--- config.mk ---
export PLATFORM = sky130hd
export DESIGN_NAME = serial_adder
export DESIGN_NICKNAME = d
export VERILOG_FILES = /design/src/rtl/serial_adder_pkg.sv /design/src/rtl/serial_adder_full_adder.sv /design/src/rtl/serial_adder.sv
export SDC_FILE = /design/constraint.sdc
export NUM_CORES = 1
export LEC_CHECK = 0
export CORE_MARGIN = 10
export CORE_UTILIZATION = 56
export DETAILED_ROUTE_END_ITERATION = 10
export PLACE_DENSITY = 0.92
export SLEW_MARGIN = 20
export SYNTH_ARGS = -nofsm -noshare
export SYNTH_HDL_FRONTEND = slang
export SYNTH_SLANG_ARGS = --single-unit
--- constraint.sdc ---
create_clock -name clk -period 3.6 [get_ports clk]
set_input_delay 0.54 -clock clk [delete_from_list [all_inputs] [get_ports clk]]
set_output_delay 0.54 -clock clk [all_outputs]
set_load 0.02 [all_outputs]
--- src/rtl/serial_adder_pkg.sv ---
// Shared definitions for the multi-cycle arithmetic blocks: FSM state
// encodings and a helper for sizing step counters.
package serial_adder_pkg;

   // FSM state encodings shared with sibling multi-cycle arithmetic blocks
   localparam logic [1:0] IDLE = 2'd0;
   localparam logic [1:0] RUN  = 2'd1;
   localparam logic [1:0] DONE = 2'd2;

   // Width of a counter that must hold 0..n-1; never narrower than one bit
   function automatic int unsigned cnt_width(input int unsigned n);
      int unsigned w;
      w = 1;
      if (n > 1) begin
         w = $clog2(n);
      end
      return w;
   endfunction

endpackage

--- src/rtl/serial_adder_full_adder.sv ---
// Bit-level adder cells: half_adder and the full_adder built from two of them.

module half_adder (
   input  logic a,
   input  logic b,
   output logic sum,
   output logic carry
);

   assign sum   = a ^ b;
   assign carry = a & b;

endmodule

module full_adder (
   input  logic A,
   input  logic B,
   input  logic cin,
   output logic sum,
   output logic cout
);

   logic s0;
   logic c0;
   logic c1;

   half_adder u_ha0 (
      .a     (A),
      .b     (B),
      .sum   (s0),
      .carry (c0)
   );

   half_adder u_ha1 (
      .a     (s0),
      .b     (cin),
      .sum   (sum),
      .carry (c1)
   );

   assign cout = c0 | c1;

endmodule

--- src/rtl/serial_adder.sv ---
// Multi-cycle adder: adds two WIDTH-bit operands plus carry-in, DIGIT bits per
// clock, through a DIGIT-wide ripple slice of full adders. start/busy/done
// handshake; results are registered and held until the next completion.
module serial_adder
   import serial_adder_pkg::*;
#(
   parameter int unsigned WIDTH = 8,
   parameter int unsigned DIGIT = 1
) (
   input  logic             clk,
   input  logic             rst_n,
   input  logic             start,
   input  logic [WIDTH-1:0] A,
   input  logic [WIDTH-1:0] B,
   input  logic             cin,
   output logic             busy,
   output logic             done,
   output logic [WIDTH-1:0] sum,
   output logic             cout,
   output logic             ovf
);

   localparam int unsigned N     = WIDTH / DIGIT;
   localparam int unsigned CNT_W = cnt_width(N);
   localparam logic [CNT_W-1:0] LAST = CNT_W'(N - 1);

   logic [1:0]       state;
   logic [WIDTH-1:0] a_q;
   logic [WIDTH-1:0] b_q;
   logic [WIDTH-1:0] res_q;
   logic             carry_q;
   logic [CNT_W-1:0] cnt_q;
   logic [WIDTH-1:0] sum_q;
   logic             cout_q;
   logic             ovf_q;

   // Ripple slice carry chain: c[i] is the carry into slice bit i
   logic [DIGIT:0]   c;
   logic [DIGIT-1:0] s;
   logic [WIDTH-1:0] res_nxt;

   assign c[0] = carry_q;

   generate
      for (genvar i = 0; i < DIGIT; i++) begin : g_slice
         full_adder u_fa (
            .A    (a_q[i]),
            .B    (b_q[i]),
            .cin  (c[i]),
            .sum  (s[i]),
            .cout (c[i+1])
         );
      end

      // Slice result enters from the MSB side so the final step leaves the
      // first digit in the LSBs; a single-step add takes the slice as-is.
      if (DIGIT == WIDTH) begin : g_res_full
         assign res_nxt = s;
      end else begin : g_res_shift
         assign res_nxt = {s, res_q[WIDTH-1:DIGIT]};
      end
   endgenerate

   // Sequencer and datapath registers
   always_ff @(posedge clk or negedge rst_n) begin
      if (!rst_n) begin
         state   <= IDLE;
         a_q     <= '0;
         b_q     <= '0;
         res_q   <= '0;
         carry_q <= 1'b0;
         cnt_q   <= '0;
         sum_q   <= '0;
         cout_q  <= 1'b0;
         ovf_q   <= 1'b0;
      end else begin
         case (state)
            IDLE: begin
               if (start) begin
                  a_q     <= A;
                  b_q     <= B;
                  carry_q <= cin;
                  cnt_q   <= '0;
                  res_q   <= '0;
                  state   <= RUN;
               end
            end
            RUN: begin
               a_q     <= a_q >> DIGIT;
               b_q     <= b_q >> DIGIT;
               carry_q <= c[DIGIT];
               res_q   <= res_nxt;
               cnt_q   <= cnt_q + 1'b1;
               if (cnt_q == LAST) begin
                  sum_q  <= res_nxt;
                  cout_q <= c[DIGIT];
                  ovf_q  <= c[DIGIT-1] ^ c[DIGIT];
                  state  <= DONE;
               end
            end
            DONE: begin
               state <= IDLE;
            end
            default: begin
               state <= IDLE;
            end
         endcase
      end
   end

   assign busy = (state == RUN);
   assign done = (state == DONE);
   assign sum  = sum_q;
   assign cout = cout_q;
   assign ovf  = ovf_q;

endmodule

# Word level (Yosys, flattened, before mapping)
# Cells that the tools add are included.
# op_classes
n_addsub	1
mul	0
div	0
n_lt_le_gt_ge	0
eq_ne	5
shift	0
n_mux	13
bitwise_logic	6
reduce_logical	5
# ops
operator	n
8-bit one-hot mux with 2 select lines	3
8-bit two-way mux	3
3-bit one-hot mux with 2 select lines	1
2-bit AND reduction	3
2-bit two-way mux	2
2-bit one-hot mux with 2 select lines	1
3-bit by 1-bit adder with 3-bit output, second input constant	1
3-bit == test, second input constant	1
3-bit two-way mux	1
1-bit bitwise XOR	3
1-bit AND	2
2-bit by 1-bit == test with 1-bit output, second input constant	1
2-bit == test, second input constant	1
2-bit logical NOT	1
2-bit by 1-bit != test with 1-bit output, second input constant	1
2-bit != test, second input constant	1
1-bit one-hot mux with 2 select lines	1
2-bit nonzero test	1
1-bit two-way mux	1
1-bit bitwise OR	1
# totals
ff_bits	40
latchBits	0
ram_bits	0
rom_bits	0
inputBits	20
out_inout_bits	12
wordCells	39
mem_count	0

# Depth between registers and ports, before layout
# logic_depth
depth_word	4
ltp_mapped	5
ltp_nobuf	4

# Hierarchy
# Synthesis repeated with hierarchy kept, for this count alone.
# hier_totals
cells_unflattened	155
hier_area_um2	1798.0
# by_module_without_submodules
module	n_inst	cells_each	area_per_inst_um2	seq_area_each_um2
serial_adder	1	152	1766.7	975.9
half_adder	2	1	12.5	0.0
full_adder	1	1	6.3	0.0

# Worst setup path after synthesis
# OpenSTA, ideal clock, no wires.
# synth_path
path_kind	reg2out
startpoint	register state[1]
endpoint	output done
arrival_time_ns	1.065
required_time_ns	3.060
path_slack_ns	1.995
path_stages_with_launch	3
path_buffers	1
cell_sequence	dfrtp_1 > clkbuf_1 > nor2b_1
# synth_between
elab_chain_cells	1
# synth_lines
item	line_no	source
start, declared	serial_adder.sv:27	logic [1:0] state;
start signal, assigned	serial_adder.sv:67	state <= IDLE;
start signal, assigned	serial_adder.sv:85	state <= RUN;
start signal, assigned	serial_adder.sv:98	state <= DONE;
2-bit == test	serial_adder.sv:112	assign done = (state == DONE);
end, declared	serial_adder.sv:17	output logic done,
# Every way passes these cells.

# Worst setup path after layout
# layout_path
startpoint	register state[0]
endpoint	output busy
# layout_between
elab_chain_cells	1
# layout_lines
item	line_no	source
2-bit by 1-bit == test with 1-bit output	serial_adder.sv:111	assign busy = (state == RUN);
end, declared	serial_adder.sv:16	output logic busy,
# Every way passes these cells.

==> impl_metrics.json <==
{
  "status": "finished, final reports clean",
  "cts_resized": 0,
  "fin_cells": 221,
  "finalCritPeriodShare_pct": 78.70,
  "cts_buffer_depth": 2,
  "drive_above_1_share_pct": 19.43,
  "viasPerCell": 5.629,
  "maxCapViolCount": 0,
  "synth-async-reset-ratio_pct": 100.0,
  "finalNetCount": 197,
  "cts_buffers": 5,
  "antenna_found_initial": 0,
  "setup_viol": 0,
  "tightest_slew_ns": 0.8493,
  "path_cells": "buf_4 > nor2b_2 > clkdlybuf4s50_1",
  "ant_nets": 0,
  "slew_headroom_pct": 43.38,
  "track_usage_pct": 13.31,
  "fin_skew_ns": 0.009383,
  "hold_viol_final": 0,
  "cp.required_ns": 3.06,
  "hold_class": "in -> async",
  "ys_ff_latch": 39,
  "drv_slew": 0,
  "setup_ws_ns": 0.7666,
  "clock.fmax_mhz": 352.9,
  "core_um2": 3311,
  "io_pins": 32,
  "postCtsSetupBuffers": 0,
  "dp_hpwl_um": 2760,
  "rows": 21,
  "ir_worst_vdd_uv": 436.8,
  "drtPass1Iterations": 4,
  "dp_slack_ns": 1.168,
  "post-place-cells": 213,
  "postPlaceCellArea_um2": 2197,
  "r2r_slack_ns": 1.99,
  "crit_path_top_delay_cell": "clkdlybuf4s50_1",
  "rr_startpoint": "state[0]$_DFFE_PN0P_",
  "worstRegToRegCells": 3,
  "clock-sinks": 39,
  "ys_seq_area_share_pct": 51.25,
  "grt_pass1_vias": 1353,
  "drc": 0,
  "avgSynthCellArea_um2": 12.95,
  "crit_path_max_fanout": 35,
  "area_growth_syn_to_layout_pct": 19.91,
  "fillers": 258,
  "yosys.cell_types.count": 29,
  "cp-start-kind": "flip-flop",
  "slowest_delay_ns": 0.72,
  "start_util_pct": 57.52,
  "clock_latency_ns": 0.35,
  "htreeDepth": 2,
  "fp.dieH_um": 78.32,
  "gp_congestion": 0.7638,
  "powerDensity_nw_per_um2": 845.6,
  "cts_root_buffer": "clkbuf_4",
  "grt_overflow_total": 0,
  "setup_tns_ns": 0,
  "rsz0062_at_grt": "false",
  "reg2reg_to": "cnt_q[0]$_DFFE_PN0P_",
  "holdBufCountCts": 0,
  "num_vias": 1244,
  "synth.net_count": 170,
  "grt_pass1_wl_um": 6637,
  "routed_wl_um": 3911,
  "drt_iter0_markers": 70,
  "arrival_ns": 2.29,
  "synth_cells": 147,
  "critPathLaunch": "state[0]$_DFFE_PN0P_",
  "die_x_um": 78.32,
  "antenna_cells": 0,
  "port_buffers": 31,
  "design.die.area_um2": 6133,
  "crit_type": "reg -> out",
  "power_mw": 1.931,
  "grt_max_degree": 40,
  "path_clk_slew_ns": 0.12,
  "drt-wirelength-per-cell_um": 17.70,
  "synth_edf_count": 0,
  "cts_tree": "built",
  "fin_area_um2": 2283,
  "timing.final.crit_period_ns": 2.833,
  "cp-end-kind": "primary output",
  "ys.flop_type": "dfrtp_1",
  "yosys_warnings": 0,
  "synth_area_um2": 1904,
  "p_leak_nw": 1.015
}
report_power, final:
part / internal, mW / switching [mW]
sequential: 0.635 / 0.125
combinational: 0.445 / 0.418
clock: 0.164 / 0.144
cells in the mapped netlist (all sizes together) (2+ instances only):
master   n  share of area [%]
clkbuf   3               0.59
a22o     9                4.1
nor4b   15                6.9
ha       2                1.3
a221oi   3                1.4
buf     10                3.9
nor3b   12                4.7
nand3b   2                1.4
a211oi  12                7.1
nor2b    2               0.79
dfrtp   39                 51
mux2    11                8.3
inv     18                3.5
per-stage QoR:
step | hold slack [ns] | utilization (%)
after floorplan | 0.2444 | -
after global placement | 0.4617 | 66.36
after detailed placement | 0.4704 | 66.36
after CTS | 0.3019 | 68.97
after global routing | 0.3294 | 68.97
final | 0.2833 | 68.97
cell families after synthesis:
kind of cell | after synthesis | synth area share (%)
AND/OR/NAND/NOR | 34 | 14.92
XOR/XNOR | 1 | 0.4600
adder cells (fa/ha/maj) | 3 | 2.365
multiplexers | 11 | 8.279
flip-flops | 39 | 51.25
AO/OA/AOI/OAI | 28 | 14.72
buffers and inverters | 31 | 8.015
worst max path at each step:
stage	slack, ns	cells past startpoint	end
global placement	1.23	3	busy
floorplan	2.00	2	done
CTS	0.76	3	busy
detailed placement	1.17	3	busy
finish	0.77	3	busy
global route	0.62	3	busy
final cells by class:
type | instances | area (um2) | share of cell area (%)
clock inverter | 2 | 35.03 | 1.534
timing repair buffer | 33 | 320.3 | 14.03
tap | 46 | 57.56 | 2.521
sequential | 39 | 975.9 | 42.74
multi-input combinational | 77 | 775.7 | 33.97
inverter | 18 | 67.56 | 2.959
clock buffer | 6 | 51.30 | 2.247
flip-flops by register name, indices dropped and copies added, names as in the netlist:
signal,cells
res_q,7
sum,8
a_q,8
ovf,1
b_q,8
cnt_q,3
carry_q,1
state,2
cout,1
layer usage:
metal	GRT usage, %	up-vias	wire [um]
met5	0	-	0
met4	4.659	0	22
met3	5.581	2	251
met2	21.79	35	2023
met1	15.31	620	1614
li1	-	587	-
cells in the final DEF, fill, tap and decap left out:
| master | netlist | layout |
|---|---|---|
| nor4b_1 | 15 | 15 |
| inv_1 | 18 | 18 |
| nor2b_1 | 1 | 1 |
| mux2_2 | 1 | 1 |
| clkdlybuf4s50_1 | 0 | 30 |
| o221ai_1 | 1 | 1 |
| bufinv_16 | 0 | 1 |
| a221oi_1 | 3 | 3 |
| a211oi_2 | 9 | 9 |
| clkbuf_4 | 0 | 5 |
| a21oi_1 | 1 | 1 |
| xor2_1 | 1 | 1 |
| dfrtp_1 | 39 | 39 |
| o21bai_4 | 1 | 1 |
| buf_2 | 5 | 1 |
| clkbuf_8 | 0 | 1 |
| mux2_1 | 1 | 1 |
| a211oi_1 | 3 | 3 |
| nor3b_1 | 12 | 12 |
| nand3b_4 | 1 | 1 |
| a22o_1 | 9 | 9 |
| nor4bb_1 | 1 | 1 |
| buf_4 | 2 | 2 |
| or2_2 | 1 | 1 |
| clkinv_2 | 0 | 1 |
| nand2_1 | 1 | 1 |
| a21o_1 | 1 | 1 |
| nor2b_2 | 1 | 1 |
| fa_1 | 1 | 1 |
| nand3b_1 | 1 | 1 |
| mux2_4 | 9 | 9 |
| ha_1 | 2 | 2 |
critical path: cells and delay by family (launching register included):
kind / cells / cell delay [ns]
flip-flops: 1 / 0.34
buffers and inverters: 2 / 1.03
AND/OR/NAND/NOR: 1 / 0.56
No activity file was read; power rests on OpenSTA's default activity.
